`src/rtl/div_pkg.sv`:
```
// Shared types and sizing constants for the sequential restoring divider.
package div_pkg;

  typedef enum logic [1:0] {
    IDLE = 2'd0,
    CALC = 2'd1,
    DONE = 2'd2
  } div_state_t;

  localparam int DIV_WIDTH = 16;
  localparam int CNT_W     = $clog2(DIV_WIDTH + 1);

endpackage

```
`src/rtl/sub_step.sv`:
```
// Combinational ripple-borrow subtractor (a - b) built from generate/propagate
// terms, structured the same way as the companion ripple-carry adder.
module sub_step #(
  parameter int W = 17
) (
  input  logic [W-1:0] a_i,
  input  logic [W-1:0] b_i,
  output logic [W-1:0] diff_o,
  output logic         borrow_o
);

  logic [W-1:0] gen;
  logic [W-1:0] prop;
  logic [W:0]   bc;

  // A bit generates a borrow when a=0,b=1 and passes an incoming one when a==b.
  assign gen   = ~a_i & b_i;
  assign prop  = ~(a_i ^ b_i);
  assign bc[0] = 1'b0;

  for (genvar i = 0; i < W; i++) begin : g_ripple
    assign diff_o[i] = a_i[i] ^ b_i[i] ^ bc[i];
    assign bc[i+1]   = gen[i] | (prop[i] & bc[i]);
  end

  assign borrow_o = bc[W];

endmodule

```
`src/rtl/seq_divider_16.sv`:
```
// Unsigned restoring divider producing one quotient bit per clock, with
// valid/ready request and response handshakes.
module seq_divider_16
  import div_pkg::*;
#(
  parameter int WIDTH = DIV_WIDTH
) (
  input  logic             clk,
  input  logic             rst_n,
  input  logic             in_valid,
  output logic             in_ready,
  input  logic [WIDTH-1:0] dividend,
  input  logic [WIDTH-1:0] divisor,
  output logic             out_valid,
  input  logic             out_ready,
  output logic [WIDTH-1:0] quotient,
  output logic [WIDTH-1:0] remainder,
  output logic             div_by_zero
);

  localparam int STEP_W = $clog2(WIDTH + 1);

  div_state_t        state_q, state_d;
  logic [STEP_W-1:0] cnt_q, cnt_d;
  logic [WIDTH-1:0]  dvd_q, dvd_d;
  logic [WIDTH-1:0]  dsr_q, dsr_d;
  logic [WIDTH:0]    prem_q, prem_d;
  logic [WIDTH-1:0]  quot_q, quot_d;
  logic [WIDTH-1:0]  rout_q, rout_d;
  logic              dbz_q, dbz_d;

  logic              accept;
  logic              in_calc;
  logic              last_step;
  logic              dvd_msb;
  logic [WIDTH:0]    rem_in;
  logic [WIDTH-1:0]  dsr_in;
  logic [WIDTH:0]    shifted;
  logic [WIDTH:0]    trial;
  logic [WIDTH:0]    nrem;
  logic              borrow;
  logic              qbit;

  assign accept    = in_valid & in_ready;
  assign in_calc   = (state_q == CALC);
  assign last_step = in_calc && (cnt_q == STEP_W'(1));

  // The first step runs in the accept cycle straight from the operand inputs,
  // so the result lands WIDTH cycles after the accept instead of WIDTH+1.
  assign rem_in  = in_calc ? prem_q : '0;
  assign dvd_msb = in_calc ? dvd_q[WIDTH-1] : dividend[WIDTH-1];
  assign dsr_in  = in_calc ? dsr_q : divisor;
  assign shifted = (rem_in << 1) | {{WIDTH{1'b0}}, dvd_msb};

  sub_step #(.W(WIDTH + 1)) u_step (
    .a_i      (shifted),
    .b_i      ({1'b0, dsr_in}),
    .diff_o   (trial),
    .borrow_o (borrow)
  );

  assign qbit = ~borrow;
  assign nrem = borrow ? shifted : trial;

  always_ff @(posedge clk or negedge rst_n) begin
    if (!rst_n) state_q <= IDLE;
    else        state_q <= state_d;
  end

  always_comb begin
    state_d = state_q;
    unique case (state_q)
      IDLE: if (in_valid) state_d = (divisor == '0) ? DONE : CALC;
      CALC: if (cnt_q == STEP_W'(1)) state_d = DONE;
      DONE: if (out_ready) state_d = IDLE;
      default: state_d = IDLE;
    endcase
  end

  always_comb begin
    in_ready  = (state_q == IDLE);
    out_valid = (state_q == DONE);
  end

  always_comb begin
    cnt_d  = cnt_q;
    dvd_d  = dvd_q;
    dsr_d  = dsr_q;
    prem_d = prem_q;
    quot_d = quot_q;
    rout_d = rout_q;
    dbz_d  = dbz_q;
    if (accept) begin
      dsr_d  = divisor;
      dvd_d  = {dividend[WIDTH-2:0], qbit};
      prem_d = nrem;
      cnt_d  = STEP_W'(WIDTH - 1);
      if (divisor == '0) begin
        quot_d = '1;
        rout_d = dividend;
        dbz_d  = 1'b1;
      end
    end else if (in_calc) begin
      dvd_d  = {dvd_q[WIDTH-2:0], qbit};
      prem_d = nrem;
      cnt_d  = cnt_q - STEP_W'(1);
      if (last_step) begin
        quot_d = {dvd_q[WIDTH-2:0], qbit};
        rout_d = nrem[WIDTH-1:0];
        dbz_d  = 1'b0;
      end
    end
  end

  always_ff @(posedge clk or negedge rst_n) begin
    if (!rst_n) begin
      cnt_q  <= '0;
      dvd_q  <= '0;
      dsr_q  <= '0;
      prem_q <= '0;
      quot_q <= '0;
      rout_q <= '0;
      dbz_q  <= 1'b0;
    end else begin
      cnt_q  <= cnt_d;
      dvd_q  <= dvd_d;
      dsr_q  <= dsr_d;
      prem_q <= prem_d;
      quot_q <= quot_d;
      rout_q <= rout_d;
      dbz_q  <= dbz_d;
    end
  end

  assign quotient    = quot_q;
  assign remainder   = rout_q;
  assign div_by_zero = dbz_q;

endmodule
```
`config.mk`:
```
export PLATFORM = sky130hd
export DESIGN_NAME = seq_divider_16
export DESIGN_NICKNAME = d
export VERILOG_FILES = /design/src/rtl/div_pkg.sv /design/src/rtl/sub_step.sv /design/src/rtl/seq_divider_16.sv
export SDC_FILE = /design/constraint.sdc
export NUM_CORES = 1
export LEC_CHECK = 0
export ABC_AREA = 1
export BUFFER_PORTS_ARGS = -buffer_cell sky130_fd_sc_hd__buf_4
export CAP_MARGIN = 20
export CORE_UTILIZATION = 44
export CTS_CLUSTER_SIZE = 24
export DETAILED_ROUTE_END_ITERATION = 6
export PLACE_DENSITY_LB_ADDON = 0.25
export SKIP_LAST_GASP = 1
export SLEW_MARGIN = 15
export SYNTH_ARGS = -nofsm -noshare
export SYNTH_HDL_FRONTEND = slang
export SYNTH_HIERARCHICAL = 1
export SYNTH_SLANG_ARGS = --single-unit
```
`constraint.sdc`:
```
create_clock -name clk -period 8.7 [get_ports clk]
set_input_delay 2.175 -clock clk [delete_from_list [all_inputs] [get_ports clk]]
set_output_delay 2.175 -clock clk [all_outputs]
set_load 0.05 [all_outputs]
```
==> impl_metrics.yaml <==
timing:
  holdWs_ns: 0.484
  fmax_mhz: 116
  drv_slew: 0
  fin_crit_sh: 0.987
  setup_tns_ns: 0
  clock_skew_ns: 0.00806
  tightest_slew_ns: 0.815
  grt_setup_unrepaired: "true"
  fin_crit_ns: 8.58
  hold_viol: 0
  relSlewSlack: 0.457
  setup_viol_count_final: 0
logic_synthesis:
  syn_nets: 671
  yosys.area_share.adder: 0.0741
  synth_seq_cells: 88
  synth_top_family_by_area: "simple AND/OR/NAND/NOR gates"
  synth_compound_area_frac: 0.0806
  synth_xor_area_frac: 0
  synthesis.area_um2: 4830
  yosys.area_share.simple: 0.282
  synth_mux_area_frac: 0
  syn-instance-count: 616
  synth_seq_area_share: 0.456
  synth-warning-count: 6
  netlist-cell-type-count: 27
  syn_avg_cell_area_um2: 7.84
clock_tree:
  clock_latency_ns: 0.37
  cts_buffer_depth: 2
  htree_num_levels: 3
  cts_tree: "built"
  holdBufCountCts: 0
  cts-root-buf: "clkbuf_8"
  cts_buffers: 9
  cts.sinks: 88
  path_clk_slew_ns: 0.09
setup_path:
  cp_slowest_cell: "fa_2"
  path_common_cell: "fa_2"
  r2r_cells: 30
  cp_num_cells: 30
  criticalPathCategory: "in2reg"
  cp-start-kind: "input pin"
  cp_top_family: "adder cells"
  cp_max_fo: 15
  critPathCaptureType: "flip-flop"
  path_buf_inv: 7
  arrival_ns: 8.84
  cp.required_ns: 8.96
  max_stage_delay_ns: 0.35
floorplan:
  die_height_um: 107
  rows: 37
  core_area_um2: 10500
  initial_utilization: 0.461
  io_pins: 71
  dieArea_um2: 11400
  die_w_um: 107
finish:
  antennaDiodeCount: 0
  drive_gt1_frac: 0.229
  syn2layout_area_growth_pct: 20.3
  fin_nets: 735
  fin_area_um2: 5810
  fill_cells: 999
route:
  drc: 0
  vias_per_cell: 5.05
  wirelength_mm: 11.5
  final_antenna_net_count: 0
  drtIter0Drc: 269
  vias: 4144
  drt_pass1_iterations: 5
  wl_per_cell_um: 14.0
min_path:
  hp-class: "reg2reg"
  hold-path-cell-count: 2
place:
  hpwl_mm: 7.70
  io_buffers: 70
  place_area_um2: 5440
  routabilityCongestion: 0.784
global_route:
  antenna_found_initial: 0
  grt_max_degree: 89
  gr-usage-all-layers: 0.212
  grt_pass1_wl_mm: 18.9
  grt_pass1_vias: 3756
  grt_overflow: 0
flow_run:
  drv_cap: 0
run_status:
  status: "completed"
## worst min-delay path, stage by stage (launching register included)
cell,delay [ns]
dfrtp_1,0.35
nand2_1,0.05
nand2_1,0.05
## layer usage
metal  routed length, um  vias to the layer above  GRT usage
met5                   0                        -          0
met4                 179                        0     0.0587
met3                 577                       20     0.0353
met2                5170                      131      0.313
met1                5540                     1952      0.320
li1                    -                     2041          -
## worst paths after layout
| path | to | slack (ns) | from |
|---|---|---|---|
| worst max-delay path | remainder[5] | 0.12 | divisor[0] |
| worst min register to register | prem_q[1] | 0.48 | prem_q[1] |
| worst max register to register | remainder[5] | 0.99 | state_q[0] |
| worst min-delay path | prem_q[1] | 0.48 | prem_q[1] |
| max in group asynchronous | prem_q[3] | 6.27 | rst_n |
| min in group asynchronous | div_by_zero | 1.84 | rst_n |
## metrics by stage
stage,utilization,std cells,setup slack (ns)
3_3_place_gp,0.520,798,-0.531
4_1_cts,0.541,816,0.0252
2_1_floorplan,-,616,0.0158
3_5_place_dp,0.520,798,-0.565
5_1_grt,0.555,821,-0.137
6_report,0.555,821,0.115
## placed cells by master (no fill, tap or decap), drive strengths merged
master and n:
clkbuf 10, dfrtp 88, or2 11, fa 16
ha 3, o221ai 14, conb 1, a21oi 2
a31oi 1, a21o 1, buf 84, inv 94
nand3 65, nand4 1, nor2 15, o21ai 44
nand2 227, clkinv 2, o211ai 3, clkinvlp 3
## logic make-up (layout without fill, tap and decap cells)
kind of cell | after synthesis | in the layout
other cells | 1 | 1
buf+inv | 124 | 193
compound gates | 65 | 65
flops | 88 | 88
simple gates | 319 | 319
fa+ha+maj | 19 | 19
## area by class of cell
| type | instances | area, um2 | share of cell area |
|---|---|---|---|
| multi-input cells | 404 | 2230 | 0.384 |
| flip-flops and latches | 88 | 2200 | 0.379 |
| repair buffers | 84 | 666 | 0.115 |
| inverters | 93 | 358 | 0.0616 |
| well taps | 136 | 170 | 0.0293 |
| clock buffers | 10 | 138 | 0.0237 |
| clock inverters | 6 | 42.5 | 0.00732 |
## synth_stat cells
library cell | instances | area, um2
inv_2 | 3 | 11.3
nand4_4 | 1 | 21.3
buf_2 | 16 | 80.1
a21o_1 | 1 | 7.51
nand2_4 | 2 | 22.5
buf_4 | 3 | 22.5
nand2_1 | 224 | 841
o221ai_1 | 14 | 123
clkbuf_1 | 9 | 33.8
o211ai_1 | 3 | 22.5
nand2_2 | 1 | 6.26
nand3_1 | 64 | 320
dfrtp_1 | 88 | 2200
inv_1 | 89 | 334
a21oi_1 | 2 | 10.0
fa_1 | 16 | 320
buf_1 | 1 | 3.75
ha_1 | 3 | 37.5
conb_1 | 1 | 3.75
inv_4 | 1 | 6.26
o21ai_0 | 44 | 220
buf_6 | 2 | 22.5
nor2_1 | 14 | 52.6
or2_2 | 11 | 68.8
nand3_4 | 1 | 17.5
a31oi_1 | 1 | 6.26
nor2_4 | 1 | 11.3
## state kept, by name (all words and copies together) (netlist names)
signal	flops
div_by_zero	1
cnt_q	5
remainder	16
dsr_q	16
prem_q	16
dvd_q	16
quotient	16
state_q	2
## timing repair
action	CTS	global route
gates resized for setup	7	38
setup endpoints to repair	23	33
pin swaps	1	4
setup buffers	2	5
Power is not shown: default switching activity piles up to over one toggle a cycle in this logic, so the estimate is an artifact.
